### config.mk
export PLATFORM = sky130hd
export DESIGN_NAME = seq_magnitude_comparator
export DESIGN_NICKNAME = d
export VERILOG_FILES = /design/src/rtl/seq_magnitude_comparator.sv
export SDC_FILE = /design/constraint.sdc
export NUM_CORES = 1
export LEC_CHECK = 0
export CORE_AREA = 4 4 80 82
export CTS_BUF_LIST = sky130_fd_sc_hd__clkbuf_2
export DETAILED_ROUTE_END_ITERATION = 7
export DIE_AREA = 0 0 84 86
export SLEW_MARGIN = 30
export SYNTH_ARGS = -nofsm -noshare
export SYNTH_HDL_FRONTEND = slang
export SYNTH_SLANG_ARGS = --single-unit
### constraint.sdc
create_clock -name clk -period 1.6 [get_ports clk]
set_clock_uncertainty 0.05 [all_clocks]
set_input_delay 0.16 -clock clk [delete_from_list [all_inputs] [get_ports clk]]
set_output_delay 0.16 -clock clk [all_outputs]
set_load 0.1 [all_outputs]
### src/rtl/seq_magnitude_comparator.sv
// Multi-cycle WIDTH-bit magnitude comparator, DIGIT bits per clock, MSB-first.
// Optional macro CMP_EARLY_EXIT_EN ends the scan at the first differing digit.
module seq_magnitude_comparator #(
    parameter int WIDTH = 16,
    parameter int DIGIT = 4
) (
    input  logic                                clk,
    input  logic                                rst_n,
    input  logic                                start,
    input  logic                                signed_mode,
    input  logic [WIDTH-1:0]                    a,
    input  logic [WIDTH-1:0]                    b,
    output logic                                busy,
    output logic                                done,
    output logic                                a_eq_b,
    output logic                                a_lt_b,
    output logic                                a_gt_b,
    output logic [$clog2(WIDTH/DIGIT+1)-1:0]    steps
);
    localparam int NDIG = WIDTH / DIGIT;
    localparam int CW   = $clog2(NDIG + 1);

    typedef enum logic [1:0] {S_IDLE, S_SCAN, S_DONE} state_t;

    state_t             state_q, state_d;
    logic [WIDTH-1:0]   sa_q, sa_d, sb_q, sb_d;
    logic               gt_q, gt_d, lt_q, lt_d;
    logic [CW-1:0]      cnt_q, cnt_d;
    logic               busy_q, busy_d, done_q, done_d;
    logic               eq_o_q, eq_o_d, lt_o_q, lt_o_d, gt_o_q, gt_o_d;
    logic [CW-1:0]      steps_q, steps_d;

    logic [DIGIT-1:0]   dig_a, dig_b;
    logic               diff, gt_n, lt_n, last, fin;

    // Flipping the sign bit maps two's-complement onto offset binary,
    // so the scan itself is always unsigned.
    logic [WIDTH-1:0]   sign_flip;
    assign sign_flip = {signed_mode, {(WIDTH-1){1'b0}}};

    always_comb begin
        state_d = state_q;
        sa_d    = sa_q;
        sb_d    = sb_q;
        gt_d    = gt_q;
        lt_d    = lt_q;
        cnt_d   = cnt_q;
        busy_d  = busy_q;
        done_d  = done_q;
        eq_o_d  = eq_o_q;
        lt_o_d  = lt_o_q;
        gt_o_d  = gt_o_q;
        steps_d = steps_q;

        dig_a = sa_q[WIDTH-1 -: DIGIT];
        dig_b = sb_q[WIDTH-1 -: DIGIT];
        diff  = !(gt_q || lt_q) && (dig_a != dig_b);
        gt_n  = diff ? (dig_a > dig_b)  : gt_q;
        lt_n  = diff ? !(dig_a > dig_b) : lt_q;
        last  = (cnt_q == CW'(NDIG - 1));
`ifdef CMP_EARLY_EXIT_EN
        fin   = last || diff;
`else
        fin   = last;
`endif

        case (state_q)
            S_IDLE: begin
                if (start) begin
                    sa_d    = a ^ sign_flip;
                    sb_d    = b ^ sign_flip;
                    gt_d    = 1'b0;
                    lt_d    = 1'b0;
                    cnt_d   = '0;
                    busy_d  = 1'b1;
                    state_d = S_SCAN;
                end
            end
            S_SCAN: begin
                sa_d  = sa_q << DIGIT;
                sb_d  = sb_q << DIGIT;
                gt_d  = gt_n;
                lt_d  = lt_n;
                cnt_d = cnt_q + CW'(1);
                if (fin) begin
                    state_d = S_DONE;
                    done_d  = 1'b1;
                    eq_o_d  = !(gt_n || lt_n);
                    lt_o_d  = lt_n;
                    gt_o_d  = gt_n;
                    steps_d = cnt_q + CW'(1);
                end
            end
            S_DONE: begin
                done_d  = 1'b0;
                busy_d  = 1'b0;
                state_d = S_IDLE;
            end
            default: begin
                done_d  = 1'b0;
                busy_d  = 1'b0;
                state_d = S_IDLE;
            end
        endcase
    end

    always_ff @(posedge clk or negedge rst_n) begin
        if (!rst_n) begin
            state_q <= S_IDLE;
            sa_q    <= '0;
            sb_q    <= '0;
            gt_q    <= 1'b0;
            lt_q    <= 1'b0;
            cnt_q   <= '0;
            busy_q  <= 1'b0;
            done_q  <= 1'b0;
            eq_o_q  <= 1'b0;
            lt_o_q  <= 1'b0;
            gt_o_q  <= 1'b0;
            steps_q <= '0;
        end else begin
            state_q <= state_d;
            sa_q    <= sa_d;
            sb_q    <= sb_d;
            gt_q    <= gt_d;
            lt_q    <= lt_d;
            cnt_q   <= cnt_d;
            busy_q  <= busy_d;
            done_q  <= done_d;
            eq_o_q  <= eq_o_d;
            lt_o_q  <= lt_o_d;
            gt_o_q  <= gt_o_d;
            steps_q <= steps_d;
        end
    end

    assign busy   = busy_q;
    assign done   = done_q;
    assign a_eq_b = eq_o_q;
    assign a_lt_b = lt_o_q;
    assign a_gt_b = gt_o_q;
    assign steps  = steps_q;
endmodule
==> metrics <==
status=completed; share of post-route cells with drive strength above 1=0.1279; EDFF count, synth=0; commonest cells after routing, fill and taps aside=47 x dfrtp_1, 35 x o21ai_0, 34 x nand2_1, 34 x clkdlybuf4s50_1, 23 x mux2i_1; Fin. Hold Viols=0; Tot GR Track Use=0.1289; Util after Layout=0.5100; main combinational cell family by area after synthesis=compound AO/OA/AOI/OAI gates; largest net degree at the start of global routing=34; power per cell area=between 1500 and 2000 nW/µm²; initial antenna violation count=0; Clock Power Share=0.109; crit-path max FO=11; NetSw=about 2.5 mW; Final Power=around 5.8 mW; Fillers=540; Clock Sinks=47; compound-gate portion of the synthesized area=0.1464; Synth-to-Final Area Change=32.92%; Final #Nets=around 300; die outline width=approximately 84 µm; Crit Path Class=flop to flop; Pleak=1.364 nW; FP Rows=28; combinational power share=0.546; H-tree lvl count=2; via count=roughly 1,600; vias in the first global route=about 1,600; Iter 0 DRT Violations=between 80 and 90; core area=roughly 5700 µm²; worst min path class=input pin to async pin; clock root buffer master=clkbuf_2; number of diodes=0; Yosys reg bits=47; CTS buffer count=5; simple logic cell fraction of the synthesized area=0.1146; clk slew on worst S/H paths=~240 ps; Worst Setup Start Kind=flop; Peak VDD IR=about 930 µV; max cap viols=0; critical path endpoint category=flop; Initial Util=0.3837; Post-DP Area=2840 µm²; Setup-failing EPs final=0; Worst EP arrival=between 1500 and 2000 ps; post-synth top area cell=dfrtp_1; Bufs on Longest Clock Path=2; adder-cell share of the synthesized area=0.03405; most common cell after layout, fill and taps aside=dfrtp_1; Mapped Area=about 2200 µm²; post-DP HPWL=around 3300 µm; crit share post-route=0.9568; fin area=2930 µm²; Slew Viols, Final=0; minimum clock period=1531 ps; Synth warnings=0; sequential power share=0.345; Syn Nets=between 200 and 300; First-pass DRT Iterations=4; die area=around 7200 µm²; Placer Congestion=between 0.7 and 0.8; Post-synth ARST share=1.000; TritonCTS clock tree=built; mux contribution to synthesized area=0.1095; FMAX=653.2 MHz; Skew-Pair Late Insertion Delay=420 ps; port bufs=between 40 and 50; Antenna Nets Post-Route=0; Total Routed Length=around 4400 µm; cell count after synthesis=209; Die Height=86 µm; Worst EP required=about 1900 ps; io pins=44; drc violations=0; P_int=~3.3 mW; Yosys cell types=27; worst slew pin tran=505.5 ps; sequential share of the synthesized area=0.5335; WL per Instance=about 13 µm; Sw Share=0.4326; area share of the leading cell type in the synthesized netlist=0.5335; worst relative slew slack=0.6630; top cells by area, synth=dfrtp_1 53%, mux2i_1 10%, o21ai_0 8.2%; gr ovfl total=0; post-synthesis xor/xnor area fraction=0.007946; Synth Flop Type=dfrtp_1; Reg2Reg Depth=4; RSZ-0062 raised after global routing=yes; Mean Syn Cell Area=approximately 11 µm²; global-route wire length before repair=about 7500 µm; Vias/cell=4.814
[per-layer routing]
layer,routed length [µm],GRT usage,vias to the layer above
li1,-,-,814
met1,2107,0.1799,748
met2,2014,0.2010,35
met3,176,0.02882,6
met4,63,0.03947,0
met5,0,0,-
[path summary, 6_finish.rpt]
| path | startpoint | to | slack, ps |
|---|---|---|---|
| max | cnt_q[0]$_DFFE_PN0P_ | steps[1]$_DFFE_PN0P_ | 70 |
| min | rst_n | cnt_q[0]$_DFFE_PN0P_ | 150 |
| max reg2reg | cnt_q[0]$_DFFE_PN0P_ | steps[1]$_DFFE_PN0P_ | 70 |
| min reg2reg | sb_q[10]$_DFFE_PN0P_ | sb_q[10]$_DFFE_PN0P_ | 460 |
| max in group asynchronous | rst_n | sa_q[11]$_DFFE_PN0P_ | 830 |
| min in group clk | a[3] | sa_q[3]$_DFFE_PN0P_ | 270 |
[final cells by class]
| cell class | instances | area (µm²) | area share |
|---|---|---|---|
| multi-input cells | 143 | 937.1 | 0.3198 |
| repair buffers | 53 | 633.1 | 0.2161 |
| clock buffers | 5 | 25.02 | 0.008540 |
| flip-flops and latches | 47 | 1176 | 0.4014 |
| inverters | 7 | 26.28 | 0.008967 |
| well taps | 75 | 93.84 | 0.03202 |
| clock inverters | 3 | 38.79 | 0.01324 |
[power by group through the flow]
stage | Clock [mW] | Combinational [mW] | Sequential, mW
2_1_floorplan | 0 | 1.57 | 2.56
3_3_place_gp | 0 | 3.11 | 2.02
3_5_place_dp | 0 | 3.13 | 2.03
4_1_cts | 0.660 | 3.17 | 2.01
5_1_grt | 0.705 | 3.46 | 2.07
6_report | 0.635 | 3.17 | 2.00
[stage by stage]
stage	hold WS, ps	setup slack, ps	TNS (ps)	instances
floorplan	-185.6	143.7	0	209
global placement	107.6	60.22	0	324
detailed placement	115.9	0.5086	0	324
CTS	145.2	28.38	0	333
global route	165.3	-26.01	-56.31	333
finish	152.4	69.05	0	333
[cell families after synthesis]
family / count (synthesis)
xor+xnor: 2
flops: 47
simple gates: 55
fa+ha+maj: 6
mux: 24
compound gates: 56
buf+inv: 19
[critical path, stage by stage (launching register included)]
cell and delay (ps):
dfrtp_1 460, ha_1 220, ha_1 240, nand2_4 140, mux2_2 340
[what timing repair did]
item                                    4_1_cts  5_1_grt
resized for setup                             1        3
pin swaps                                     0        2
hold buffers                                  1        0
hold endpoints to repair                     29        0
buffers inserted                              0        0
endpoints found under the setup margin        1        4
[cells in the mapped netlist, drive strengths merged, types with 2 or more instances]
master	n
nor2	8
o41ai	2
ha	6
a21oi	10
dfrtp	47
nor2b	7
nand2	35
o21ai	36
inv	7
xnor2	2
nand2b	2
buf	10
a22o	5
clkbuf	2
mux2i	23
[sequential cells by signal (all words and copies together) (netlist names)]
register	cells
a_eq_b	1
a_gt_b	1
a_lt_b	1
busy	1
cnt_q	3
done	1
gt_q	1
lt_q	1
sa_q	16
sb_q	16
state_q	2
steps	3
Note: power is estimated with default switching activity, not from simulation.
==> RTL change, RTL diff (config.mk and constraints unchanged) <==
Reset style: synchronous (`rst_n`), changed in one clocked block.
--- a/src/rtl/seq_magnitude_comparator.sv
+++ b/src/rtl/seq_magnitude_comparator.sv
@@ -106,3 +106,3 @@
 
-    always_ff @(posedge clk or negedge rst_n) begin
+    always_ff @(posedge clk) begin
         if (!rst_n) begin
Check against the original RTL: differs if rst_n is asserted again (counterexample within 4 cycles, from zero or initial values and one cycle with rst_n low); with rst_n held inactive, the same outputs for 10 cycles.
==> RTL change against the unedited design <==
  * Global-route usage rose by 0.85 points
  * Final area fell by 4.9%
  * Critical path type unchanged
  * Worst setup slack got worse by 0.011 ns
  * First-iteration DRC count rose by 27%
  * Utilization fell by 2.5 points
  * Area after synthesis fell by 6.5%
  * Wire length rose by 8.3%
  * Non-clock buffer count rose by 4
  * Sequential share of layout area fell by 6.2 points
  * Sequential cell count did not move
Power is not compared: it rests on default switching activity, and its combinational part moved more than twofold at a synthesized area within 25%.
==> RTL change: results (changes against the unedited design) <==
| Metric | Value |
|---|---|
| Placement Setup Slack | `0.0550 ns (+0.0545 ns)` |
| DRT iter0 DRCs | `103 (+27%)` |
| Yosys cell types | `28 (+3.7%)` |
| Wirelength, routed | `4720 um (+8.3%)` |
| Sequential area share after synthesis | `45.7% (-7.7 points)` |
| Layout cells sized above 1 | `13.0% (+0.17 points)` |
| Overall routing resource usage | `13.7% (+0.85 points)` |
| Crit path largest cell delay | `0.42 ns (-0.04 ns)` |
| Fill count | `594 (+10%)` |
| Slew margin rel. | `80.1% (+14 points)` |
| Nets@finish | `343 (+15%)` |
| CP max FO | `3 (-8)` |
| Largest net degree at the start of global routing | `46 (+35%)` |
| Worst vdd ir | `393 uV` |
| GP Congestion | `0.794 (+12%)` |
| Global-route wire length before repair | `8090 um (+8.0%)` |
| Prevailing post-synth register cell | `dfxtp_1` |
| Synthesized area per cell | `8.08 um2 (-23%)` |
| Syn_nets | `297 (+18%)` |
| Non-Filler Instances | `376 (+13%)` |
| CTS resizes | `0 (-1)` |
| Post-CTS Setup Bufs | `0 (unchanged)` |
| Inst Count DP | `369 (+14%)` |
| Placed Instance Area | `0.00271 mm2 (-4.7%)` |
| Status | `complete, no violations` |
| Clock Latency Late Sink | `0.39 ns (-0.03 ns)` |
| Vias | `1820 (+14%)` |
| Post-detail-place hpwl | `3450 um (+5.9%)` |
| CP max stage cell | `or4_1` |
| First-pass DRT Iterations | `6 (+2)` |
| Antenna fix cells | `0 (unchanged)` |
| Synth cell count leaders | `nand2_1 (57), dfxtp_1 (47), nor2_1 (35), a311oi_1 (22), a21oi_1 (16)` |
| Async SR Flop Fraction | `0% (-100 points)` |
| Synth area leaders | `dfxtp_1 (46%), nand2_1 (10%), a311oi_1 (9.4%), nor2_1 (6.4%), a21oi_1 (3.9%)` |
| Hold Crit Class | `input port to register` |
[RTL change: cell types whose count changed in the layout (fill, tap and decap cells not counted), moves of 6 or more]
cell / unedited run / this run
dfxtp_1: 0 / 43
a311oi_1: 0 / 22
nor2_1: 8 / 34
o21ai_0: 35 / 5
nand2_1: 34 / 57
buf_4: 5 / 11
mux2i_1: 23 / 0
dfrtp_1: 47 / 0
[RTL change: layout make-up]
type,count,area [um2],area share [%]
well taps,75,93.8,3.37
clock inverters,1,30.0,1.08
multi-input cells,182,1010,36.3
flip-flops and latches,47,946,33.9
inverters,8,30.0,1.08
clock buffers,6,30.0,1.08
repair buffers,57,644,23.1
[RTL change: cells by family after synthesis]
family	share of synthesized area, %
AND/OR/NAND/NOR	24.4
AO/OA/AOI/OAI	19.6
flip-flops	45.7
buffers and inverters	5.89
adder cells (fa/ha/maj)	3.64
XOR/XNOR	0.850
[RTL change: path summary, 6_finish.rpt]
check	startpoint	slack (ns)	endpoint	cells past startpoint
max	sb_q[15]$_SDFFE_PN0P_	0.06	a_eq_b$_SDFFE_PN0P_	5
min	b[13]	0.25	sb_q[13]$_SDFFE_PN0P_	3
max reg2reg	sb_q[15]$_SDFFE_PN0P_	0.06	a_eq_b$_SDFFE_PN0P_	5
min reg2reg	sa_q[3]$_SDFFE_PN0P_	0.43	sa_q[7]$_SDFFE_PN0P_	2
[RTL change: per-layer routing]
layer	vias to the layer above	GRT usage, %	routed length, um
li1	963	-	-
met1	816	19.6	2360
met2	37	20.8	2130
met3	4	3.36	186
met4	0	3.51	43
met5	-	0	0
[RTL change: critical path, delay by kind of cell (launching register included)]
family          cells  cell delay, ns
flops               1            0.38
fa+ha+maj           1            0.32
buf+inv             1            0.04
compound gates      1            0.14
simple gates        2            0.57
